`src/rtl/uart_tx_arbiter_pkg.sv`:
```
// Shared types and constants for the UART TX arbitration slice.
// Source indices name the fixed requesters wired into the arbiter.
package uart_tx_arbiter_pkg;

    typedef enum logic {
        ARB  = 1'b0,
        XFER = 1'b1
    } arb_state_t;

    localparam int SRC_ECHO       = 0;
    localparam int SRC_ALU        = 1;
    localparam int SRC_ERR        = 2;
    localparam int TX_ARB_NUM_SRC = 3;

    // Index width that stays legal for a single-entry vector.
    function automatic int idx_width(input int n);
        return (n > 1) ? $clog2(n) : 1;
    endfunction

endpackage

```
`src/rtl/uart_tx_arbiter_rr_picker.sv`:
```
// Round-robin picker: one-hot first requester above last_grant, wrapping to the bottom.
// Latency: purely combinational.
// Backpressure: none; a pure function of the request vector and pointer.
module uart_tx_arbiter_rr_picker #(
    parameter int N  = 3,
    parameter int IW = 2
) (
    input  logic [N-1:0]  req,
    input  logic [IW-1:0] last_grant,
    output logic [N-1:0]  gnt,
    output logic          any_req
);

    logic [N-1:0] gnt_hi;
    logic [N-1:0] gnt_lo;
    logic         found_hi;
    logic         found_lo;

    // Lowest requester above the pointer wins; otherwise lowest at or below it.
    always_comb begin
        gnt_hi   = '0;
        gnt_lo   = '0;
        found_hi = 1'b0;
        found_lo = 1'b0;
        for (int i = 0; i < N; i++) begin
            if (req[i] && (i > int'(last_grant)) && !found_hi) begin
                gnt_hi[i] = 1'b1;
                found_hi  = 1'b1;
            end
            if (req[i] && (i <= int'(last_grant)) && !found_lo) begin
                gnt_lo[i] = 1'b1;
                found_lo  = 1'b1;
            end
        end
        gnt = found_hi ? gnt_hi : gnt_lo;
    end

    assign any_req = |req;

endmodule

```
`src/rtl/uart_tx_arbiter.sv`:
```
// Packet-atomic round-robin arbiter sharing the uart_tx byte sink among NUM_SRC streams.
// Latency: 1-cycle arbitration bubble per packet, then combinational byte pass-through.
// Backpressure: tx_ready_i routed only to the granted source; stall timeout under UART_TX_ARB_TIMEOUT_EN.
module uart_tx_arbiter
    import uart_tx_arbiter_pkg::*;
#(
    parameter int NUM_SRC        = TX_ARB_NUM_SRC,
    parameter int DATA_WIDTH     = 8,
    parameter int TIMEOUT_CYCLES = 1024
) (
    input  logic                          clk_i,
    input  logic                          rst_i,
    input  logic [NUM_SRC-1:0]            req_valid_i,
    input  logic [NUM_SRC*DATA_WIDTH-1:0] req_data_i,
    input  logic [NUM_SRC-1:0]            req_last_i,
    output logic [NUM_SRC-1:0]            req_ready_o,
    output logic [DATA_WIDTH-1:0]         tx_data_o,
    output logic                          tx_valid_o,
    input  logic                          tx_ready_i,
    output logic [NUM_SRC-1:0]            grant_o,
    output logic                          busy_o,
    output logic                          timeout_o
);

    localparam int IW = idx_width(NUM_SRC);

    if (NUM_SRC < 1 || TIMEOUT_CYCLES < 1) begin : g_bad_cfg
        $error("uart_tx_arbiter: NUM_SRC and TIMEOUT_CYCLES must be >= 1");
    end

    arb_state_t            state;
    logic [NUM_SRC-1:0]    grant;
    logic [IW-1:0]         last_grant;
    logic                  busy;
    logic [NUM_SRC-1:0]    pick;
    logic [IW-1:0]         pick_idx;
    logic                  any_req;
    logic                  g_valid;
    logic                  g_last;
    logic [DATA_WIDTH-1:0] g_data;
    logic                  fire;
    logic                  revoke;

    uart_tx_arbiter_rr_picker #(
        .N  (NUM_SRC),
        .IW (IW)
    ) u_picker (
        .req        (req_valid_i),
        .last_grant (last_grant),
        .gnt        (pick),
        .any_req    (any_req)
    );

    always_comb begin
        pick_idx = '0;
        for (int i = 0; i < NUM_SRC; i++) begin
            if (pick[i]) pick_idx = IW'(i);
        end
    end

    // grant is zero outside XFER, so every pass-through term idles at 0 in ARB.
    always_comb begin
        g_data = '0;
        for (int i = 0; i < NUM_SRC; i++) begin
            if (grant[i]) g_data = req_data_i[i*DATA_WIDTH +: DATA_WIDTH];
        end
    end

    assign g_valid     = |(req_valid_i & grant);
    assign g_last      = |(req_last_i & grant);
    assign fire        = g_valid && tx_ready_i;
    assign tx_valid_o  = g_valid;
    assign tx_data_o   = g_data;
    assign req_ready_o = grant & {NUM_SRC{tx_ready_i}};
    assign grant_o     = grant;
    assign busy_o      = busy;

    always_ff @(posedge clk_i) begin
        if (rst_i) begin
            state      <= ARB;
            grant      <= '0;
            busy       <= 1'b0;
            last_grant <= IW'(NUM_SRC - 1);
        end else begin
            case (state)
                ARB: begin
                    if (any_req) begin
                        state      <= XFER;
                        grant      <= pick;
                        last_grant <= pick_idx;
                        busy       <= 1'b1;
                    end
                end
                XFER: begin
                    if ((fire && g_last) || revoke) begin
                        state <= ARB;
                        grant <= '0;
                        busy  <= 1'b0;
                    end
                end
            endcase
        end
    end

`ifdef UART_TX_ARB_TIMEOUT_EN
    localparam int CW = $clog2(TIMEOUT_CYCLES + 1);

    logic [CW-1:0] stall_cnt;
    logic          timeout_q;

    // Revoke on the TIMEOUT_CYCLES-th consecutive stalled cycle; the packet is dropped unfinished.
    assign revoke = (state == XFER) && !g_valid && (stall_cnt == CW'(TIMEOUT_CYCLES - 1));

    always_ff @(posedge clk_i) begin
        if (rst_i) begin
            stall_cnt <= '0;
            timeout_q <= 1'b0;
        end else begin
            timeout_q <= revoke;
            if ((state != XFER) || g_valid || revoke) begin
                stall_cnt <= '0;
            end else begin
                stall_cnt <= stall_cnt + CW'(1);
            end
        end
    end

    assign timeout_o = timeout_q;
`else
    assign revoke    = 1'b0;
    assign timeout_o = 1'b0;
`endif

endmodule

```
`config.mk`:
```
export PLATFORM = sky130hd
export DESIGN_NAME = uart_tx_arbiter
export DESIGN_NICKNAME = d
export VERILOG_FILES = /design/src/rtl/uart_tx_arbiter_pkg.sv /design/src/rtl/uart_tx_arbiter_rr_picker.sv /design/src/rtl/uart_tx_arbiter.sv
export SDC_FILE = /design/constraint.sdc
export NUM_CORES = 1
export LEC_CHECK = 0
export ABC_CLOCK_PERIOD_IN_PS = 2450
export BUFFER_PORTS_ARGS = -buffer_cell sky130_fd_sc_hd__buf_2
export CORE_MARGIN = 1.5
export CORE_UTILIZATION = 36
export CTS_CLUSTER_SIZE = 24
export DETAILED_ROUTE_END_ITERATION = 7
export HOLD_SLACK_MARGIN = 0.15
export PLACE_DENSITY = 0.87
export SKIP_LAST_GASP = 1
export SLEW_MARGIN = 20
export SYNTH_ARGS = -nofsm -noshare
export SYNTH_HDL_FRONTEND = slang
export SYNTH_SLANG_ARGS = --single-unit
```
`constraint.sdc`:
```
create_clock -name clk_i -period 2.45 [get_ports clk_i]
set_input_delay 0.3675 -clock clk_i [delete_from_list [all_inputs] [get_ports clk_i]]
set_output_delay 0.3675 -clock clk_i [all_outputs]
set_load 0.05 [all_outputs]
```
==> metrics <==
vias in the first global route 478; overall power 0.412 mW; multi-input combinational cell area 318 µm²; Slew HR just over 60%; CTS Root Cell clkbuf_4; Hold Violations, Final 0; IO buf count 48; fin crit period 2.20 ns; Finish-stage setup viols 0; largest family of logic cells by synthesized area compound AO/OA/AOI/OAI gates; post-synthesis compound-gate area fraction between 40% and 50%; Synth top area share 28.2%; Gates resized, CTS repair 0; Die Footprint 0.00161 mm²; hold endpoint last_grant[0]; TritonCTS Sinks 7; number of library cell types mapped by synthesis 23; CP Buf/Inv Count 1; sequential standard cell area 140 µm²; Max VDD drop around 330 µV; Vias/cell ~5.4; CORE AREA about 0.0013 mm²; Placed Area about 740 µm²; adder-cell share of the synthesized area 0%; R2R setup slack a little under 0.8 ns; post-synthesis simple-gate area fraction a little under a quarter; Yosys warning count 0; mux cell area share after synthesis 0%; fin nets about 150; Worst-Margin Slew around 0.57 ns; DR iter-0 viols 20; post-synthesis sequential area ratio between 20 and 30%; Layout fillers 138; Inserted Clock Buffers 3; crit-path max cell delay 0.52 ns; setup TNS 0 ns; RSZ-0062 raised after global routing false; Final WS setup between 0.2 and 0.3 ns; Slew Viols, Final 0; Critical R2R Launch grant_o[1]; #FFs+latches synth 7; worst-path cell chain nor2b_1 > a22oi_1 > o21ai_1 > buf_2; Rows 13; Final ANT Viol Nets 0; total length of routed wires 1610 µm; GRT Util Overall about a fifth; FMAX between 0.4 and 0.5 GHz; Reg2Reg Capture Point grant_o[0]; crit end category output pin; min-delay worst type in2reg; pwr/cell area between 500 and 600 mW/mm²; initial antenna violation count 0; share of post-route cells with drive strength above 1 47.0%; outcome complete, no violations; clk_skew around 0.0027 ns; num ports 50; Syn-to-layout area delta 54.2%; Vias ~710; DRC 0; Worst Setup Start Kind flip-flop; CTS tree yes; max cap viols 0; hold buffers post-CTS 0; Initial Util 38.2%; Mapped Area ~500 µm²; RePlAce Congestion about 0.80; Post-CTS Setup Inserts 0; syn avg cell area 7.20 µm²; cell accounting for the most synthesized area dfxtp_1; Longest Clk Path Bufs 2; r2r worst-path depth 4; Crit path max-delay family simple AND/OR/NAND/NOR gates; Worst EP required about 2.1 ns; worst skew pair latency 0.25 ns; largest net degree at the start of global routing 19; iteration count of the initial detailed-routing pass 4; Post-Syn Instances around 70; die width 40.1 µm; Leak roughly 0.4 nW; Detailed Place HPWL about 1300 µm; first-pass GRT wire length around 2100 µm; Place WS roughly 0.53 ns; worst-path fanout max 14; antenna cells 0; WS Path Type reg2out; Syn Nets 102; post-route clock period utilization ~90%; Data arrival, critical path ~1.8 ns; Area contributors post-synth dfxtp_1 28%, a22oi_1 12%, nand2_1 8.3%; Final Instance Area about 770 µm²; hold path start rst_i; clock-pin slew on the worst setup and hold paths approximately 0.050 ns; H-Tree Depth 1; critical path depth 4; slowest CP cell nor2b_1; Post-Synth XOR/XNOR Area 0%; Die H around 40 µm; CP startpoint grant_o[1]; mean routed wirelength per cell ~12 µm; hold path cells 2; GRT Residual Overflow 0
worst reg2reg max path: stages (launching register included):
cell,delay [ns]
dfxtp_1,0.59
a222oi_1,0.25
o31ai_2,0.41
nor2b_2,0.10
a32o_1,0.21
cells in the final DEF, fill, tap and decap left out, drive strengths merged:
cell type  instances
a21oi              3
a222oi             2
a22oi              8
a32o               1
and2               3
buf               49
clkbuf             4
conb               1
dfxtp              7
inv                4
nand2             11
nand3              2
nor2               1
nor2b              4
nor3               1
o21ai              8
o21bai             1
o22ai              3
o2bb2ai            2
o31ai              1
or2                1
how the worst max path moves through the flow:
stage / endpoint / slack [ns]
2_1_floorplan: tx_data_o[0] / 0.18
3_3_place_gp: tx_data_o[0] / 0.69
3_5_place_dp: tx_data_o[6] / 0.53
4_1_cts: tx_data_o[6] / 0.26
5_1_grt: tx_data_o[2] / 0.13
6_report: tx_data_o[6] / 0.25
state kept, by name (all words and copies together) (netlist names):
| register | count |
|---|---|
| busy_o | 1 |
| grant_o | 3 |
| last_grant | 2 |
| state | 1 |
where the power goes:
part	switching [mW]	internal, mW	leakage [nW]
logic	0.120	0.0543	0.327
registers	0.0105	0.123	0.0580
clock network	0.0430	0.0622	0.0150
total	0.173	0.239	0.400
Yosys cell counts:
| master | number |
|---|---|
| o2bb2ai_1 | 2 |
| nor2b_1 | 3 |
| o31ai_2 | 1 |
| dfxtp_1 | 7 |
| nand3_1 | 2 |
| conb_1 | 1 |
| a32o_1 | 1 |
| nor3_1 | 1 |
| buf_4 | 1 |
| or2_2 | 1 |
| nor2_1 | 1 |
| nor2b_2 | 1 |
| a21oi_1 | 3 |
| o21ai_0 | 8 |
| o22ai_1 | 3 |
| inv_1 | 4 |
| clkbuf_1 | 3 |
| buf_2 | 1 |
| a22oi_1 | 8 |
| and2_1 | 3 |
| nand2_1 | 11 |
| o21bai_1 | 1 |
| a222oi_1 | 2 |
per-layer routing:
layer	global-route usage, %	vias to the layer above	wire (µm)
met5	0	-	0
met4	15.5	0	30
met3	3.89	4	91
met2	31.5	27	876
met1	24.2	330	608
li1	-	351	-
per-stage QoR:
| step | utilization (%) | hold WS, ns | cells |
|---|---|---|---|
| global placement | 56.8 | 0.455 | 128 |
| floorplan | - | 0.437 | 69 |
| detailed placement | 56.8 | 0.458 | 128 |
| finish | 58.8 | 0.380 | 132 |
| CTS | 58.8 | 0.372 | 132 |
| global route | 58.8 | 0.381 | 132 |
area by class of cell:
type,instances,share of cell area [%]
Sequential cell,7,18.3
Tap cell,15,2.45
Inverter,4,1.96
Clock buffer,4,3.43
Multi-Input combinational cell,53,41.5
Timing Repair Buffer,49,32.4
kinds of logic after synthesis:
group	count (synthesis)
AND/OR/NAND/NOR	23
AO/OA/AOI/OAI	29
flip-flops	7
other	1
buffers and inverters	9
No activity file was read; power rests on OpenSTA's default activity.
